[config.mk]
export PLATFORM = sky130hd
export DESIGN_NAME = hamming_rx_serie
export DESIGN_NICKNAME = d
export VERILOG_FILES = /design/src/rtl/hamming_rx_serie.sv
export SDC_FILE = /design/constraint.sdc
export NUM_CORES = 1
export LEC_CHECK = 0
export CAP_MARGIN = 10
export CELL_PAD_IN_SITES_DETAIL_PLACEMENT = 2
export CELL_PAD_IN_SITES_GLOBAL_PLACEMENT = 2
export CORE_MARGIN = 8
export CORE_UTILIZATION = 36
export CTS_BUF_LIST = sky130_fd_sc_hd__clkbuf_4 sky130_fd_sc_hd__clkbuf_8 sky130_fd_sc_hd__clkbuf_16
export CTS_CLUSTER_SIZE = 20
export DETAILED_ROUTE_END_ITERATION = 10
export PLACE_DENSITY_LB_ADDON = 0.12
export SYNTH_ARGS = -nofsm -noshare
export SYNTH_HDL_FRONTEND = slang
export SYNTH_SLANG_ARGS = --single-unit
[constraint.sdc]
create_clock -name clk -period 2.8 [get_ports clk]
set_clock_uncertainty 0.15 [all_clocks]
set_input_delay 0.42 -clock clk [delete_from_list [all_inputs] [get_ports clk]]
set_output_delay 0.42 -clock clk [all_outputs]
set_load 0.01 [all_outputs]
[src/rtl/hamming_rx_serie.sv]
// Serial Hamming(12,8) even-parity receiver: deserialises p1-first codewords, computes the
// syndrome, optionally corrects single-bit errors and presents the byte on a valid/ready port.
module hamming_rx_serie #(
  parameter logic CORREGIR = 1'b1
) (
  input  logic       clk,
  input  logic       rst_n,
  input  logic       bit_valido,
  input  logic       bit_serie,
  input  logic       inicio,
  output logic [7:0] datos_out,
  output logic       datos_valido,
  input  logic       datos_listo,
  output logic [3:0] sindrome,
  output logic       error_corregido,
  output logic       error_invalido,
  output logic       desborde
);

  localparam logic [1:0] ESPERA     = 2'd0;
  localparam logic [1:0] RECIBE     = 2'd1;
  localparam logic [1:0] DECODIFICA = 2'd2;

  // Each syndrome bit is the even parity of the positions whose index has that bit set.
  function automatic logic [3:0] calc_sindrome(input logic [11:0] c);
    calc_sindrome = {^{c[4], c[3], c[2], c[1], c[0]},
                     ^{c[8], c[7], c[6], c[5], c[0]},
                     ^{c[10], c[9], c[6], c[5], c[2], c[1]},
                     ^{c[11], c[9], c[7], c[5], c[3], c[1]}};
  endfunction

  // Position p lives at c[12-p]; out-of-range syndromes select no bit.
  function automatic logic [11:0] flip_mask(input logic [3:0] s);
    case (s)
      4'd1:    flip_mask = 12'h800;
      4'd2:    flip_mask = 12'h400;
      4'd3:    flip_mask = 12'h200;
      4'd4:    flip_mask = 12'h100;
      4'd5:    flip_mask = 12'h080;
      4'd6:    flip_mask = 12'h040;
      4'd7:    flip_mask = 12'h020;
      4'd8:    flip_mask = 12'h010;
      4'd9:    flip_mask = 12'h008;
      4'd10:   flip_mask = 12'h004;
      4'd11:   flip_mask = 12'h002;
      4'd12:   flip_mask = 12'h001;
      default: flip_mask = 12'h000;
    endcase
  endfunction

  logic [1:0]  state_q, state_d;
  logic [11:0] shift_q, shift_d;
  logic [3:0]  cnt_q, cnt_d;
  logic        load_s;
  logic        start_s;

  logic [3:0]  sind_s;
  logic        err_corr_s;
  logic        err_inv_s;
  logic [11:0] word_fix_s;
  logic [7:0]  datos_s;

  logic [7:0]  datos_q;
  logic [3:0]  sind_q;
  logic        valido_q;
  logic        err_corr_q;
  logic        err_inv_q;
  logic        desborde_q;

  assign start_s = bit_valido & inicio;

  // Decoder datapath, evaluated from the shift register during DECODIFICA.
  always_comb begin
    sind_s     = calc_sindrome(shift_q);
    err_corr_s = (sind_s != 4'd0) && (sind_s <= 4'd12);
    err_inv_s  = (sind_s >= 4'd13);
    if (CORREGIR) begin
      word_fix_s = shift_q ^ flip_mask(sind_s);
    end else begin
      word_fix_s = shift_q;
    end
    datos_s = {word_fix_s[9], word_fix_s[7], word_fix_s[6], word_fix_s[5],
               word_fix_s[3], word_fix_s[2], word_fix_s[1], word_fix_s[0]};
  end

  // Receive FSM next-state logic; inicio always restarts a frame, even mid-word.
  always_comb begin
    state_d = state_q;
    shift_d = shift_q;
    cnt_d   = cnt_q;
    load_s  = 1'b0;
    case (state_q)
      ESPERA: begin
        if (start_s) begin
          shift_d = {11'd0, bit_serie};
          cnt_d   = 4'd1;
          state_d = RECIBE;
        end else begin
          state_d = ESPERA;
        end
      end
      RECIBE: begin
        if (start_s) begin
          shift_d = {11'd0, bit_serie};
          cnt_d   = 4'd1;
          state_d = RECIBE;
        end else if (bit_valido) begin
          shift_d = {shift_q[10:0], bit_serie};
          cnt_d   = cnt_q + 4'd1;
          if (cnt_q == 4'd11) begin
            state_d = DECODIFICA;
          end else begin
            state_d = RECIBE;
          end
        end else begin
          state_d = RECIBE;
        end
      end
      DECODIFICA: begin
        load_s = 1'b1;
        if (start_s) begin
          shift_d = {11'd0, bit_serie};
          cnt_d   = 4'd1;
          state_d = RECIBE;
        end else begin
          cnt_d   = 4'd0;
          state_d = ESPERA;
        end
      end
      default: begin
        shift_d = 12'd0;
        cnt_d   = 4'd0;
        state_d = ESPERA;
      end
    endcase
  end

  // Receive FSM state registers.
  always_ff @(posedge clk or negedge rst_n) begin
    if (!rst_n) begin
      state_q <= ESPERA;
      shift_q <= 12'd0;
      cnt_q   <= 4'd0;
    end else begin
      state_q <= state_d;
      shift_q <= shift_d;
      cnt_q   <= cnt_d;
    end
  end

  // One-entry output buffer; a load that finds it occupied and not draining is dropped.
  always_ff @(posedge clk or negedge rst_n) begin
    if (!rst_n) begin
      datos_q    <= 8'd0;
      sind_q     <= 4'd0;
      valido_q   <= 1'b0;
      err_corr_q <= 1'b0;
      err_inv_q  <= 1'b0;
      desborde_q <= 1'b0;
    end else begin
      desborde_q <= load_s & valido_q & ~datos_listo;
      if (load_s && (!valido_q || datos_listo)) begin
        datos_q    <= datos_s;
        sind_q     <= sind_s;
        err_corr_q <= err_corr_s;
        err_inv_q  <= err_inv_s;
        valido_q   <= 1'b1;
      end else if (valido_q && datos_listo) begin
        valido_q   <= 1'b0;
      end else begin
        valido_q   <= valido_q;
      end
    end
  end

  assign datos_out       = datos_q;
  assign datos_valido    = valido_q;
  assign sindrome        = sind_q;
  assign error_corregido = err_corr_q;
  assign error_invalido  = err_inv_q;
  assign desborde        = desborde_q;

endmodule

==> metrics.md <==
| Metric | Value |
|---|---|
| Reg-to-reg setup timing slack | 0.39 ns |
| Data required, critical path | 2.79 ns |
| Rel. slew slack | 0.458 |
| #FFs+latches synth | 34 |
| Wire per inst | 18.0 um |
| Setup CP Type | reg -> reg |
| Die Y | 88.3 um |
| Hold Path Sink | error_corregido |
| Worst hold margin | 0.332 ns |
| Main synth FF type | dfrtp_1 |
| CTS sink count | 34 |
| Commonest cells after routing, fill and taps aside | 34 x dfrtp_1, 27 x nand2_1, 21 x clkdlybuf4s50_1, 10 x inv_1, 10 x a22o_1 |
| Final ANT Viol Nets | 0 |
| Max-Cap Viols | 0 |
| Post-place setup slack | 0.468 ns |
| Rows | 26 |
| Worst reg2reg path depth | 4 |
| Placeable core region | 0.00507 mm^2 |
| Post-Layout Cell Count | 274 |
| Post-CTS Setup Inserts | 0 |
| Synth unique cells | 37 |
| Final hold vios | 0 |
| Dominant cells by area after synthesis | dfrtp_1 45%, nand2_1 5.4%, a22o_1 4.7% |
| # DRC | 0 |
| Top cell type's share of synthesized area | 0.453 |
| Skew-Pair Late Insertion Delay | 0.29 ns |
| Port Buffers | 21 |
| Pre-Repair DR Iteration Count | 4 |
| Synth area leader | dfrtp_1 |
| Post-Syn Area | 0.00188 mm^2 |
| Slew Limit Fails | 0 |
| Worst-case clock buffer depth | 2 |
| Setup WS post-layout | 0.392 ns |
| Mapped Avg Cell Area | 10.5 um^2 |
| Nets | 210 |
| Commonest non-fill, non-tap cell in the layout | dfrtp_1 |
| Syn Nets | 186 |
| Worst r2r src | shift_q[1] |
| First-pass GRT wire length | 8490 um |
| P&R area growth vs syn | 20.1% |
| GRT Util Overall | 0.140 |
| Crit share post-route | 0.860 |
| Post_cts resized | 0 |
| Hold Path Depth | 2 |
| DR vias | 1,507 |
| Starting Density | 0.370 |
| Register area share after synthesis | 0.453 |
| Die W | 88.3 um |
| Pwr dens | 650 mW/mm^2 |
| Largest net degree at the start of global routing | 35 |
| Crit path cell chain | xnor2_2, xnor3_2, o41ai_1, o211ai_1 |
| CTS Hold Bufs | 0 |
| Total wire length | 4930 um |
| Vias in the first global route | 1,663 |
| Clock slew at reported path FFs | 0.07 ns |
| Hold Crit Class | reg -> reg |
| CP Buf/Inv Count | 0 |
| Lkg Pwr | 0.933 nW |
| Root Driver | clkbuf_8 |
| EDFF count, synth | 0 |
| Hold path startpoint | error_corregido |
| CP endpoint kind | register |
| Critical Path Start Type | register |
| Final GP Congestion | 0.806 |
| Placed Cells | 266 |
| Cells after Synth | 179 |
| DR iter-0 viols | 71 |
| Worst-margin pin slew | 0.808 ns |
| Vias per Instance | 5.50 |
| CTS tree | yes |
| CTS buffer count | 5 |
| Final Setup Violations | 0 |
| Outcome | finished, final reports clean |
| H-Tree Depth | 2 |
| Max VDD drop | 0.242 mV |
| Die ar. | 0.00779 mm^2 |
| Final HPWL DP | 3540 um |
| Yosys warns | 0 |
| Ant. Diodes | 0 |
| Layout cells sized above 1 | 0.108 |
| CP max-delay cell | xnor3_2 |
| Unrepaired setup endpoints after global routing | no |
| Antenna violations before repair | 0 |
| Fmax | 415 MHz |
| Worst Path Max Fanout | 9 |
| RR Endpoint | datos_out[6] |
| Slowest stage delay, CP | 0.54 ns |
| TNS Setup | 0 ns |
| Asr flop ratio synth | 1.00 |
| Grt total ovfl | 0 |
| Min Tclk post-route | 2.41 ns |
| Arr. time, crit path | 2.40 ns |
| Delay-heaviest family, CP | XOR/XNOR gates |
| Ports | 22 |
==> power breakdown <==
group | switching (mW) | total (mW) | internal (mW)
sequential | 0.0703 | 0.608 | 0.538
clock | 0.185 | 0.394 | 0.208
combinational | 0.280 | 0.465 | 0.184
total | 0.536 | 1.47 | 0.930
==> worst min-delay path, stage by stage (launching register included) <==
cell and delay [ns]:
dfrtp_1 0.35, nand2_1 0.05, o31ai_1 0.05
==> synth_stat cells, drive strengths merged, types with 2 or more instances <==
cell,number
nor2b,2
o21ai,7
a21oi,4
and4b,2
nand4,9
nand2b,4
o211ai,8
nand2,27
xnor3,2
a22o,12
buf,3
xor3,4
and2,2
xnor2,8
clkbuf,5
xor2,2
dfrtp,34
inv,10
o41ai,8
nor3,9
nor2,6
==> worst max path at each step <==
| stage | start | to | slack, ns | depth (start not counted) |
|---|---|---|---|---|
| final | shift_q[1] | datos_out[6] | 0.39 | 4 |
| after global routing | shift_q[1] | datos_out[6] | 0.34 | 4 |
| after CTS | shift_q[1] | datos_out[6] | 0.45 | 4 |
| after detailed placement | shift_q[1] | datos_out[6] | 0.47 | 4 |
| after global placement | shift_q[1] | datos_out[7] | 0.54 | 4 |
| after floorplan | shift_q[1] | datos_out[4] | 0.79 | 4 |
==> layout make-up <==
| type | instances | area, um^2 |
|---|---|---|
| clock inverter | 1 | 5.00 |
| clock buffer | 7 | 90.1 |
| tap | 70 | 87.6 |
| inverter | 10 | 37.5 |
| timing repair buffer | 25 | 240 |
| sequential | 34 | 851 |
| fill | 554 | 2820 |
| multi-input combinational | 127 | 946 |
==> registers in the layout, summed over array words and instances (netlist names) <==
| name | count |
|---|---|
| cnt_q | 4 |
| datos_out | 8 |
| datos_valido | 1 |
| desborde | 1 |
| error_corregido | 1 |
| error_invalido | 1 |
| shift_q | 12 |
| sindrome | 4 |
| state_q | 2 |
==> routing by layer <==
metal | vias up | track usage | part of all wire | wire length (um)
li1 | 702 | - | - | -
met1 | 769 | 0.173 | 0.46 | 2280
met2 | 28 | 0.231 | 0.48 | 2370
met3 | 8 | 0.0325 | 0.041 | 202
met4 | 0 | 0.0492 | 0.016 | 78
met5 | - | 0 | 0 | 0
==> cells by family (layout without fill, tap and decap cells) <==
family,Yosys count,count (layout),share of synthesized area
buffers and inverters,18,43,0.0439
DFF,34,34,0.453
AOI/OAI and AO/OA,44,44,0.178
xor gates and xnor gates,16,16,0.139
adders and majority gates,1,1,0.00666
and+or+nand+nor,64,64,0.168
muxes,2,2,0.0113
==> through the flow <==
stage	util	instance area (um^2)	power, mW
6_report	0.445	2260	1.47
5_1_grt	0.445	2260	1.56
4_1_cts	0.445	2260	1.48
3_5_place_dp	0.426	2160	1.08
3_3_place_gp	0.426	2160	1.06
2_1_floorplan	-	1880	0.926
Power figures use the tool's default switching activity.
